==> src/rtl/alu_pkg.sv <==
// Shared opcodes, FSM state encoding and widths for the sequential ALU.
package alu_pkg;

  localparam int ALU_OP_W = 5;

  localparam logic [ALU_OP_W-1:0] ALU_ADD    = 5'd0;
  localparam logic [ALU_OP_W-1:0] ALU_SUB    = 5'd1;
  localparam logic [ALU_OP_W-1:0] ALU_SLL    = 5'd2;
  localparam logic [ALU_OP_W-1:0] ALU_SLT    = 5'd3;
  localparam logic [ALU_OP_W-1:0] ALU_SLTU   = 5'd4;
  localparam logic [ALU_OP_W-1:0] ALU_XOR    = 5'd5;
  localparam logic [ALU_OP_W-1:0] ALU_SRL    = 5'd6;
  localparam logic [ALU_OP_W-1:0] ALU_SRA    = 5'd7;
  localparam logic [ALU_OP_W-1:0] ALU_OR     = 5'd8;
  localparam logic [ALU_OP_W-1:0] ALU_AND    = 5'd9;
  localparam logic [ALU_OP_W-1:0] ALU_PASSB  = 5'd10;
  localparam logic [ALU_OP_W-1:0] ALU_MUL    = 5'd11;
  localparam logic [ALU_OP_W-1:0] ALU_MULH   = 5'd12;
  localparam logic [ALU_OP_W-1:0] ALU_MULHSU = 5'd13;
  localparam logic [ALU_OP_W-1:0] ALU_MULHU  = 5'd14;
  localparam logic [ALU_OP_W-1:0] ALU_DIV    = 5'd15;
  localparam logic [ALU_OP_W-1:0] ALU_DIVU   = 5'd16;
  localparam logic [ALU_OP_W-1:0] ALU_REM    = 5'd17;
  localparam logic [ALU_OP_W-1:0] ALU_REMU   = 5'd18;

  typedef enum logic [1:0] {
    ST_IDLE = 2'd0,
    ST_MUL  = 2'd1,
    ST_DIV  = 2'd2,
    ST_DONE = 2'd3
  } alu_state_t;

endpackage

==> src/rtl/alu_muldiv_iter.sv <==
// Radix-2 shift-add multiplier / restoring divider on operand magnitudes with sign fix-up.
// The first step is folded into the start edge and the last into done_o, so WIDTH steps span WIDTH-1 edges.
module alu_muldiv_iter
  import alu_pkg::*;
#(
  parameter int WIDTH = 32
) (
  input  logic                clk,
  input  logic                rst_n,
  input  logic                flush,
  input  logic                start_i,
  input  logic [ALU_OP_W-1:0] op_i,
  input  logic [WIDTH-1:0]    a_i,
  input  logic [WIDTH-1:0]    b_i,
  output logic                done_o,
  output logic [WIDTH-1:0]    result_o
);

  localparam int CW = $clog2(WIDTH) + 1;

  logic             run_q, is_div_q, neg_q, sel_q;
  logic [CW-1:0]    cnt_q;
  logic [WIDTH-1:0] acc_q, lo_q, dvs_q;

  logic             sa, sb, init_div, init_neg, init_sel;
  logic [WIDTH-1:0] mag_a, mag_b;
  logic             src_div;
  logic [WIDTH-1:0] src_acc, src_lo, src_dvs;
  logic [WIDTH:0]   mul_sum, div_sh, div_diff;
  logic             div_ge;
  logic [WIDTH-1:0] acc_n, lo_n, q_fix, r_fix;
  logic [2*WIDTH-1:0] prod, prod_fix;

  always_comb begin
    sa = 1'b0;
    sb = 1'b0;
    case (op_i)
      ALU_MULH, ALU_DIV, ALU_REM: begin
        sa = a_i[WIDTH-1];
        sb = b_i[WIDTH-1];
      end
      ALU_MULHSU: sa = a_i[WIDTH-1];
      default: ;
    endcase
    mag_a    = sa ? -a_i : a_i;
    mag_b    = sb ? -b_i : b_i;
    init_div = (op_i >= ALU_DIV);
    // remainder follows the dividend sign; everything else follows sign product
    init_neg = (op_i == ALU_REM) ? sa : (sa ^ sb);
    init_sel = (op_i == ALU_MULH) || (op_i == ALU_MULHSU) || (op_i == ALU_MULHU) ||
               (op_i == ALU_REM)  || (op_i == ALU_REMU);

    src_div = start_i ? init_div : is_div_q;
    src_acc = start_i ? '0 : acc_q;
    src_lo  = start_i ? (init_div ? mag_a : mag_b) : lo_q;
    src_dvs = start_i ? (init_div ? mag_b : mag_a) : dvs_q;

    mul_sum  = {1'b0, src_acc} + (src_lo[0] ? {1'b0, src_dvs} : '0);
    div_sh   = {src_acc, src_lo[WIDTH-1]};
    div_diff = div_sh - {1'b0, src_dvs};
    div_ge   = !div_diff[WIDTH];

    if (src_div) begin
      acc_n = div_ge ? div_diff[WIDTH-1:0] : div_sh[WIDTH-1:0];
      lo_n  = {src_lo[WIDTH-2:0], div_ge};
    end else begin
      acc_n = mul_sum[WIDTH:1];
      lo_n  = {mul_sum[0], src_lo[WIDTH-1:1]};
    end

    prod     = {acc_n, lo_n};
    prod_fix = neg_q ? -prod : prod;
    q_fix    = neg_q ? -lo_n : lo_n;
    r_fix    = neg_q ? -acc_n : acc_n;
    if (is_div_q) result_o = sel_q ? r_fix : q_fix;
    else          result_o = sel_q ? prod_fix[2*WIDTH-1:WIDTH] : prod_fix[WIDTH-1:0];
  end

  assign done_o = run_q && (cnt_q == CW'(1));

  always_ff @(posedge clk) begin
    if (!rst_n) begin
      run_q    <= 1'b0;
      is_div_q <= 1'b0;
      neg_q    <= 1'b0;
      sel_q    <= 1'b0;
      cnt_q    <= '0;
      acc_q    <= '0;
      lo_q     <= '0;
      dvs_q    <= '0;
    end else if (flush) begin
      run_q <= 1'b0;
      cnt_q <= '0;
    end else if (start_i) begin
      run_q    <= 1'b1;
      is_div_q <= init_div;
      neg_q    <= init_neg;
      sel_q    <= init_sel;
      cnt_q    <= CW'(WIDTH - 1);
      acc_q    <= acc_n;
      lo_q     <= lo_n;
      dvs_q    <= src_dvs;
    end else if (run_q) begin
      acc_q <= acc_n;
      lo_q  <= lo_n;
      cnt_q <= cnt_q - CW'(1);
      if (cnt_q == CW'(1)) run_q <= 1'b0;
    end
  end

endmodule

==> src/rtl/alu_seq.sv <==
// Handshaked sequential ALU: 1-cycle base ops, iterative RV32M ops behind valid/ready.
// Macro ALU_MULDIV_EN enables opcodes 11-18; otherwise they return illegal_op in one cycle.
//
//  state   | meaning
//  IDLE    | no op in flight, ready for a request
//  MUL     | iterative multiply running
//  DIV     | iterative divide/remainder running
//  DONE    | result valid, held until out_ready
module alu_seq
  import alu_pkg::*;
#(
  parameter int WIDTH = 32
) (
  input  logic                clk,
  input  logic                rst_n,
  input  logic                flush,
  input  logic                in_valid,
  output logic                in_ready,
  input  logic [ALU_OP_W-1:0] ALUSel,
  input  logic [WIDTH-1:0]    in_a,
  input  logic [WIDTH-1:0]    in_b,
  output logic                out_valid,
  input  logic                out_ready,
  output logic [WIDTH-1:0]    alu_out,
  output logic                a_is_zero,
  output logic                illegal_op,
  output logic                busy
);

  localparam int SHW = $clog2(WIDTH);

  alu_state_t       state_q, state_d;
  logic [WIDTH-1:0] res_q, res_d;
  logic             zero_q, zero_d, ill_q, ill_d;
  logic             accept;
  logic [SHW-1:0]   shamt;
  logic [WIDTH-1:0] op_res;
  logic             op_ill;

`ifdef ALU_MULDIV_EN
  logic             go_mul, go_div, iter_start, iter_done, b_zero, div_ovf;
  logic [WIDTH-1:0] iter_res;

  assign b_zero  = (in_b == '0);
  assign div_ovf = (in_a == {1'b1, {(WIDTH-1){1'b0}}}) && (in_b == '1);

  alu_muldiv_iter #(.WIDTH(WIDTH)) u_iter (
    .clk      (clk),
    .rst_n    (rst_n),
    .flush    (flush),
    .start_i  (iter_start),
    .op_i     (ALUSel),
    .a_i      (in_a),
    .b_i      (in_b),
    .done_o   (iter_done),
    .result_o (iter_res)
  );

  assign busy = (state_q == ST_MUL) || (state_q == ST_DIV);
`else
  assign busy = 1'b0;
`endif

  assign shamt     = in_b[SHW-1:0];
  assign in_ready  = (state_q == ST_IDLE) || ((state_q == ST_DONE) && out_ready);
  assign accept    = in_valid && in_ready && !flush;
  assign out_valid = (state_q == ST_DONE);
  assign alu_out   = res_q;
  assign a_is_zero = zero_q;
  assign illegal_op = ill_q;

  always_comb begin
    op_res = '0;
    op_ill = 1'b0;
`ifdef ALU_MULDIV_EN
    go_mul = 1'b0;
    go_div = 1'b0;
`endif
    case (ALUSel)
      ALU_ADD:   op_res = in_a + in_b;
      ALU_SUB:   op_res = in_a - in_b;
      ALU_SLL:   op_res = in_a << shamt;
      ALU_SLT:   op_res = {{(WIDTH-1){1'b0}}, ($signed(in_a) < $signed(in_b))};
      ALU_SLTU:  op_res = {{(WIDTH-1){1'b0}}, (in_a < in_b)};
      ALU_XOR:   op_res = in_a ^ in_b;
      ALU_SRL:   op_res = in_a >> shamt;
      ALU_SRA:   op_res = $unsigned($signed(in_a) >>> shamt);
      ALU_OR:    op_res = in_a | in_b;
      ALU_AND:   op_res = in_a & in_b;
      ALU_PASSB: op_res = in_b;
`ifdef ALU_MULDIV_EN
      ALU_MUL, ALU_MULH, ALU_MULHSU, ALU_MULHU: go_mul = 1'b1;
      // zero divisor and MIN/-1 have fixed answers, so skip the iterative core
      ALU_DIV, ALU_REM: begin
        if (b_zero)       op_res = (ALUSel == ALU_DIV) ? '1 : in_a;
        else if (div_ovf) op_res = (ALUSel == ALU_DIV) ? in_a : '0;
        else              go_div = 1'b1;
      end
      ALU_DIVU, ALU_REMU: begin
        if (b_zero) op_res = (ALUSel == ALU_DIVU) ? '1 : in_a;
        else        go_div = 1'b1;
      end
`endif
      default: op_ill = 1'b1;
    endcase
  end

  always_comb begin
    state_d = state_q;
    res_d   = res_q;
    zero_d  = zero_q;
    ill_d   = ill_q;
`ifdef ALU_MULDIV_EN
    iter_start = 1'b0;
`endif
    if (flush) begin
      state_d = ST_IDLE;
    end else if (accept) begin
      zero_d  = (in_a == '0);
      ill_d   = op_ill;
      state_d = ST_DONE;
      res_d   = op_res;
`ifdef ALU_MULDIV_EN
      if (go_mul || go_div) begin
        state_d    = go_mul ? ST_MUL : ST_DIV;
        res_d      = res_q;
        iter_start = 1'b1;
      end
`endif
    end else begin
      case (state_q)
`ifdef ALU_MULDIV_EN
        ST_MUL, ST_DIV: begin
          if (iter_done) begin
            state_d = ST_DONE;
            res_d   = iter_res;
          end
        end
`endif
        ST_DONE: if (out_ready) state_d = ST_IDLE;
        default: ;
      endcase
    end
  end

  always_ff @(posedge clk) begin
    if (!rst_n) begin
      state_q <= ST_IDLE;
      res_q   <= '0;
      zero_q  <= 1'b0;
      ill_q   <= 1'b0;
    end else begin
      state_q <= state_d;
      res_q   <= res_d;
      zero_q  <= zero_d;
      ill_q   <= ill_d;
    end
  end

endmodule
==> config.mk <==
export PLATFORM = sky130hd
export DESIGN_NAME = alu_seq
export DESIGN_NICKNAME = d
export VERILOG_FILES = /design/src/rtl/alu_pkg.sv /design/src/rtl/alu_muldiv_iter.sv /design/src/rtl/alu_seq.sv
export SDC_FILE = /design/constraint.sdc
export NUM_CORES = 1
export LEC_CHECK = 0
export CAP_MARGIN = 5
export CORE_MARGIN = 4
export CORE_UTILIZATION = 40
export DETAILED_ROUTE_END_ITERATION = 8
export PLACE_DENSITY = 0.65
export SLEW_MARGIN = 25
export SYNTH_ARGS = -nofsm -noshare
export SYNTH_HDL_FRONTEND = slang
export SYNTH_HIERARCHICAL = 1
export SYNTH_SLANG_ARGS = --single-unit
==> constraint.sdc <==
create_clock -name clk -period 3.7 [get_ports clk]
set_input_delay 0.555 -clock clk [delete_from_list [all_inputs] [get_ports clk]]
set_output_delay 0.555 -clock clk [all_outputs]
set_load 0.05 [all_outputs]
# == Word level (Yosys, flattened, before mapping) ==
# Index checks and enable logic that the tools add are counted.
# Widths: inputs -> output; s select.
# classes
muxes,5
bitwise,5
n_shift,3
n_eq_ne,11
order_cmp,2
n_reduce_logical,14
addsub,2
# op_table
op,count
$pmux 32 s11,1
$lt 32x32->1,2
$add 32x32->32,1
$and 32x32->32,1
$logic_not 32->1,1
$or 32x32->32,1
$shl 32x5->32,1
$shr 32x5->32,1
$sshr 32x5->32,1
$sub 32x32->32,1
$xor 32x32->32,1
$eq 5x3->1 const B,4
$eq 5x4->1 const B,3
$reduce_or 11->1,1
$eq 5x2->1 const B,2
$mux 2,3
$eq 5x1->1 const B,1
$logic_not 5->1,1
$reduce_and 2->1,2
$reduce_bool 2->1,2
$logic_and 1x1->1,3
$eq 2x2->1 const B,1
$logic_not 2->1,1
$not 1->1,2
other kinds (4),4
# word_totals
elab_cells,46
input_bits,74
output_inout_bits,37
register_bits,36

# == Logic depth before layout (Yosys ltp) ==
# Gate-level depths: netlist of run 1.
# logic_depth
ltp_word,7
depth_mapped,15

# == Worst setup path after synthesis of run 1 ==
# OpenSTA, ideal clock, no wires.
# synth_timing
path_kind,input port to flip-flop
startpoint,in in_b[2]
endpoint,reg res_q[18] (netlist: alu_out[18])
setup_ns,0.122
stages,15
required_ns,3.578
path_buffers,4
slack_ns,0.108
t_arrival_ns,3.470
cell_sequence,buf_2 > inv_2 > buf_2 > clkbuf_1 > ha_1 > buf_4 > o21bai_1 > a2111oi_2 > o41ai_1 > or2_1 > nand4_1 > a31oi_1 > a31oi_1 > xnor2_1 > a221o_1
# synth_via
elab_chain_len,2
elab_cells_between_ends,6
classes_between,add/sub (2); shift (3); mux (1)
# synth_lines
item,line_no,rtl
from (decl),alu_seq.sv:21,"input logic [WIDTH-1:0] in_b,"
$sub 32x32->32 (tied with other cells),alu_seq.sv:81,ALU_SUB: op_res = in_a - in_b;
$pmux 32 s11 (*),alu_seq.sv:79,case (ALUSel)
to (signal assigned),alu_seq.sv:154,res_q <= res_d;
to (decl),alu_seq.sv:33,"logic [WIDTH-1:0] res_q, res_d;"
# Every way passes the cells marked *; elsewhere a longest branch is shown, timed or not.
# A chain may end at the register's enable or synchronous reset.

# == Worst setup path after layout of run 1 ==
# layout_timing
startpoint,in in_a[0]
endpoint,reg res_q[23] (netlist: alu_out[23])
# layout_via
elab_chain_len,2
elab_cells_between_ends,6
classes_between,add/sub (2); shift (3); mux (1)
# layout_lines
item,line_no,rtl
from (decl),alu_seq.sv:20,"input logic [WIDTH-1:0] in_a,"
$sub 32x32->32 (tied with other cells),alu_seq.sv:81,
$pmux 32 s11 (*),alu_seq.sv:79,
# Marked as above.

==> results of run 1 <==
[placed cells by master (no fill, tap or decap), types with 27 or more instances in the layout]
cell type,instances
ha_1,97
nor3_1,28
mux2i_1,60
clkdlybuf4s50_1,104
a31oi_1,27
a21oi_1,152
dfxtp_1,35
buf_4,225
inv_1,95
o21ai_0,82
o211ai_1,39
nand2_1,126
nor2_1,164
nand3_1,31
[routing by layer]
layer / track usage, % / vias to the layer above / share of wire [%]
li1: - / 6035 / -
met1: 52.7 / 6435 / 40
met2: 60.7 / 952 / 42
met3: 10.9 / 189 / 11
met4: 21.2 / 2 / 6.7
met5: 0 / - / 0.022
[cells by family (layout without fill, tap and decap cells)]
group	Yosys count	count (layout)	synth area share, %
compound gates	546	546	35.6
simple gates	466	466	21.2
buf+inv	222	445	9.28
fa+ha+maj	99	99	12.2
mux	98	98	12.6
flops	35	35	6.81
xor+xnor	26	26	2.21
other cells	1	2	0.0365
[registers in the layout, indices dropped and copies added, names as in the netlist]
name,flops
alu_out,32
state_q,1
a_is_zero,1
illegal_op,1
[area by class of cell]
type,count,area [µm²]
well taps,330,413
clock inverters,3,43.8
flip-flops and latches,35,701
fillers,2579,12100
inverters,101,379
diodes,1,2.50
repair buffers,336,2810
multi-input cells,1236,8690
clock buffers,5,125
[critical path, stage by stage]
cell	delay, ns
clkdlybuf4s50_1	0.42
buf_4	0.18
ha_1	0.22
buf_4	0.16
a21oi_1	0.23
o22ai_1	0.21
o211ai_1	0.21
buf_4	0.16
o21ai_1	0.14
a21oi_1	0.54
a211oi_1	0.18
xnor2_1	0.29
a21oi_1	0.14
nor3b_1	0.18
[worst max path at each step]
stage	start	end	slack (ns)	cells after the start
3_5_place_dp	in_a[0]	alu_out[19]$_SDFFE_PN0P_	-0.28	15
6_report	in_a[0]	alu_out[23]$_SDFFE_PN0P_	0.12	14
5_1_grt	in_a[0]	alu_out[14]$_SDFFE_PN0P_	-0.005	14
3_3_place_gp	in_a[0]	alu_out[19]$_SDFFE_PN0P_	-0.28	15
2_1_floorplan	in_b[2]	alu_out[18]$_SDFFE_PN0P_	0.11	15
4_1_cts	in_a[0]	alu_out[19]$_SDFFE_PN0P_	0.02	15
[what timing repair did]
item	in CTS	in global routing
hold buffers	0	0
endpoints found under the setup margin	0	5
hold endpoints to repair	0	0
gates resized for setup	0	8
[report_power, final]
part	switching, mW	internal (mW)
logic	1.11	0.700
clock network	0.216	0.319
registers	0.00466	0.381
[per-stage QoR]
| step | setup TNS [ns] | std cells | setup WS [ns] | hold slack [ns] |
|---|---|---|---|---|
| final | 0 | 2047 | 0.121 | 0.448 |
| after global routing | -0.00532 | 2046 | -0.00532 | 0.494 |
| after CTS | 0 | 2046 | 0.0150 | 0.452 |
| after detailed placement | -1.40 | 2038 | -0.280 | 0.438 |
| after global placement | -0.996 | 2038 | -0.280 | 0.434 |
| after floorplan | 0 | 1493 | 0.108 | 0.667 |
==> summary.md, run 1 <==
| Metric | Value |
|---|---|
| Critical path startpoint category | input pin |
| Synth area leaders | ha_1 (12%), a21oi_1 (7.4%), dfxtp_1 (6.8%), nor2_1 (6.0%), mux2i_1 (5.8%) |
| Die area | ~28000 µm² |
| DR DRC count | 0 |
| Register area share after synthesis | under 10% |
| Initial Util | about 40% |
| Initial DRC Count | slightly below 2k |
| # setup viols final | 0 |
| Count leader, synth | nor2_1 |
| Clock Path Buffers | 2 |
| Status | finished clean |
| Initial antenna violation count | 2 |
| Req. time, crit path | 3.93 ns |
| Root buffer cell | clkbuf_16 |
| Core Util, Final | 52.1% |
| Postcts setup bufs | 0 |
| Hold Path Depth | 1 |
| Share of flip-flops with an asynchronous set or reset | 0% |
| Yosys warnings | 6 |
| Num rows | 58 |
| Num CTS Buffers | 5 |
| Reg-to-reg slack, setup | about 1.3 ns |
| Total gr overflow | 0 |
| Synth top cells by count | nor2_1 (165), a21oi_1 (152), nand2_1 (126) |
| Die Y | between 150 and 200 µm |
| Syn_nets | ~1.7k |
| Pleak | between 5 and 6 nW |
| Clock transition at the registers of the reported paths | 0.07 ns |
| First-pass GRT wire length | roughly 86000 µm |
| Worst VDD drop | 0.000167 V |
| Clock skew | 0.0111 ns |
| Final-report hold violation count | 0 |
| R2r worst-path depth | 6 |
| Post-synth EDFFs | 0 |
| Core Region | ~25000 µm² |
| Syn Inst Count | between 1k and 1.5k |
| CTS tree | yes |
| RSZ-0062 raised after global routing | yes |
| Worst hold-check path type | flop to flop |
| Pin count of the biggest net entering global routing | 64 |
| Post-route design area | between 10000 and 15000 µm² |
| R2r startpoint | state_q[0]$_SDFFE_PP0P_ |
| Share of cells above drive strength 1 | between 10% and 20% |
| Maximum capacitance violations | 0 |
| Aggregate global-route resource usage | roughly two fifths |
| Final Max Tran Viols | 0 |
| Post-DP HPWL | about 48000 µm |
| Synth top area share | 11.8% |
| Total power | ~2.7 mW |
| Tmin final | about 3.6 ns |
| DIE WIDTH | around 170 µm |
| I/O pin cnt | approximately 110 |
| Average size of a mapped cell | 6.89 µm² |
| Mapped cell area | roughly 10000 µm² |
| Count of input and output buffers | 109 |
| Worst Hold Path EP | alu_out[1]$_SDFFE_PN0P_ |
| # nets final | roughly 1.9k |
| Vias/cell | about 6.7 |
| Final period utilization | between 90% and 100% |
| Worst-Margin Slew | approximately 0.96 ns |
| Worst-skew pair later-pin latency | 0.30 ns |
| Routed Antenna Nets | 0 |
| Max_slew headroom | a little over a third |
| Drt total wl | between 50000 and 60000 µm |
| Top FF cell, synth | dfxtp_1 |
| Synthesized flop and latch total | 35 |
| Max Clock Freq | 0.279 GHz |
| CTS H-Tree Depth | 2 |
| Placed Area | roughly 13000 µm² |
| Layout area overhead | 28.0% |
| CP Class | input pin to flop |
| CP Capture Type | flop |
| DR WL/cell | slightly below 30 µm |
| Synth area leader | ha_1 |
| 1st-pass router iterations | 6 |
| Routed via count | approximately 14k |
| Post-synthesis cell type count | 95 |
| Clock sink count | 35 |
| Vias in the first global route | ~13k |
| Hold_sp | alu_out[1]$_SDFFE_PN0P_ |
| Pwr Density | 208 nW/µm² |
| Max FO, Critical Path | 5 |
| Arrival @ worst endpoint | roughly 3.8 ns |
| GPL Wtd Cong | ~1.1 |
| Worst r2r dst | alu_out[17]$_SDFFE_PN0P_ |
(Power assumes the default switching activity.)
==> run 2: changes to the inputs <==
--- a/config.mk
+++ b/config.mk
@@ -11,3 +11,5 @@
 export DETAILED_ROUTE_END_ITERATION = 8
+export GPL_TIMING_DRIVEN = 0
 export PLACE_DENSITY = 0.65
+export SETUP_SLACK_MARGIN = 0.4
 export SLEW_MARGIN = 25
==> constraint.sdc (replaced) <==
create_clock -name clk -period 3.7 [get_ports clk]
set_input_delay 0.37 -clock clk [delete_from_list [all_inputs] [get_ports clk]]
set_output_delay 0.37 -clock clk [all_outputs]
set_load 0.05 [all_outputs]
==> run 2 against run 1 <==
Largest power group unchanged. Die area is the same. Maximum frequency grew 3.5%. Global-route usage grew 3.5 points. Largest cell class unchanged. Wire length grew 11%. Sequential share of layout area grew 0.051 points. Power grew 5.7%. Flip-flop and latch count is the same. First-iteration DRC count grew 30%.
==> summary.md, run 2 (synthesized netlist as in run 1, its figures left out) <==
| Metric | Value |
|---|---|
| Status | finished clean |
| Max FO, Critical Path | 9 |
| Clock Path Buffers | 2 |
| Pleak | roughly 5.2 nW |
| # nets final | 1814 |
| Pin count of the biggest net entering global routing | 12 |
| CP Capture Type | flop |
| Routed via count | around 14k |
| 1st-pass router iterations | 8 |
| Drt total wl | between 60000 and 70000 µm |
| Initial DRC Count | around 2.5k |
| Tmin final | between 3 and 4 ns |
| WHS | 0.461 ns |
| R2r startpoint | state_q[0]$_SDFFE_PP0P_ |
| Hold Path Depth | 2 |
| Commonest non-fill, non-tap cells in the layout | nor2_1 (157), a21oi_1 (127), nand2_1 (124), ha_1 (93), inv_1 (91) |
| Initial Util | between 40% and 50% |
| Clock sink count | 35 |
| DR DRC count | 0 |
| I/O pin cnt | roughly 110 |
| DP Worst Slack | -1.81 ns |
| CTS tree | yes |
| Worst-Margin Slew | a little over 1 ns |
| Max reg flops | 32 |
| Vias/cell | a little over 7 |
| Final period utilization | between 90% and 100% |
| Core Util, Final | about half |
| Post-route design area | 13000 µm² |
| Vias in the first global route | 12.9k |
| Initial antenna violation count | 6 |
| Clock transition at the registers of the reported paths | around 0.08 ns |
| # setup viols final | 0 |
| Die Y | ~170 µm |
| Worst setup margin | between 0.2 and 0.25 ns |
| Num CTS Buffers | 5 |
| Num rows | between 50 and 60 |
| Worst hold-check path type | flop to flop |
| Reg-to-reg slack, setup | slightly below 1 ns |
| Root buffer cell | clkbuf_16 |
| Worst-skew pair later-pin latency | 0.31 ns |
| Die area | about 28000 µm² |
| Pwr Density | around 220 nW/µm² |
| Share of cells above drive strength 1 | 18.3% |
| RSZ-0062 raised after global routing | yes |
| Total gr overflow | 0 |
| Worst r2r dst | alu_out[22]$_SDFFE_PN0P_ |
| Clock skew | roughly 0.025 ns |
| Layout area overhead | 26.8% |
| Critical path startpoint category | input pin |
| Final Max Tran Viols | 0 |
| Most common library cell in the layout ignoring fill and taps | nor2_1 |
| Req. time, crit path | 3.87 ns |
| Max Clock Freq | slightly below 0.3 GHz |
| Core Region | 25300 µm² |
| CP Class | input pin to flop |
| Worst Hold Path EP | alu_out[4]$_SDFFE_PN0P_ |
| Hold_sp | alu_out[4]$_SDFFE_PN0P_ |
| Max_slew headroom | 33.0% |
| Arrival @ worst endpoint | about 3.6 ns |
| Worst VDD drop | 0.000172 V |
| Count of input and output buffers | approximately 110 |
| R2r worst-path depth | 9 |
| GPL Wtd Cong | 1.10 |
| Routed Antenna Nets | 0 |
| Maximum capacitance violations | 0 |
| DIE WIDTH | between 150 and 200 µm |
| Final-report hold violation count | 0 |
| First-pass GRT wire length | roughly 92000 µm |
| Post-DP HPWL | around 52000 µm |
| DR WL/cell | around 33 µm |
| Aggregate global-route resource usage | 43.9% |
| Placed Area | 11800 µm² |
| Setup TNS | 0 ns |
| CTS H-Tree Depth | 2 |
run 2: cell types whose count changed in the layout (fill, tap and decap cells not counted), moves of 6 or more:
cell and delta:
clkbuf_2 +29, clkdlybuf4s15_1 +7, buf_6 +10, a21oi_2 +22
dlymetal6s2s_1 +6, clkdlybuf4s50_1 -34, dlygate4sd2_1 +7, nor2_1 -7
nor4_4 +6, a21oi_1 -25, clkbuf_1 +39, a211oi_1 -6
buf_4 -179, buf_2 +22
run 2: where the power goes:
part	internal, mW	switching (mW)
clock	0.337	0.207
sequential	0.381	0.00409
combinational	0.650	1.31
total	1.37	1.52
run 2: how the worst max path moves through the flow:
stage               startpoint                        to
CTS                   in_a[13]  alu_out[19]$_SDFFE_PN0P_
global route          in_a[22]  alu_out[24]$_SDFFE_PN0P_
detailed placement     in_b[1]  alu_out[19]$_SDFFE_PN0P_
finish                in_a[30]   alu_out[7]$_SDFFE_PN0P_
floorplan              in_b[2]  alu_out[18]$_SDFFE_PN0P_
global placement       in_b[3]  alu_out[21]$_SDFFE_PN0P_
run 2: through the flow:
stage | power (mW) | std cells
finish | 2.89 | 1974
global route | 2.95 | 1972
CTS | 2.68 | 1954
detailed placement | 2.05 | 1931
global placement | 2.05 | 1930
floorplan | 1.37 | 1493
run 2: layer usage:
metal | share of wire [%] | track usage (%) | up-vias
met5 | 0.14 | 1.22 | -
met4 | 6.8 | 18.9 | 8
met3 | 16 | 13.9 | 298
met2 | 40 | 63.9 | 1346
met1 | 38 | 59.3 | 6731
li1 | - | - | 5897
run 2: layout make-up:
type / instances / area [µm²]
fill: 2556 / 12200
multi-input combinational: 1236 / 9340
timing repair buffer: 141 / 1290
buffer: 121 / 718
sequential: 35 / 701
tap: 330 / 413
inverter: 101 / 398
clock buffer: 6 / 139
clock inverter: 2 / 35.0
antenna: 2 / 5.00
run 2: critical path, stage by stage:
cell and delay [ns]:
clkdlybuf4s50_1 0.70, mux2i_1 0.53, nor2_1 0.09, a21oi_1 0.36, mux2_2 0.30, nor2_1 0.08
a31oi_1 0.42, o22ai_1 0.23, a211oi_2 0.41, o21ai_0 0.12
run 2: repair_timing:
item,in CTS,in global routing
gates resized for setup,173,138
pin swaps,21,30
hold buffers,0,0
setup endpoints to repair,32,29
buffers inserted,15,18
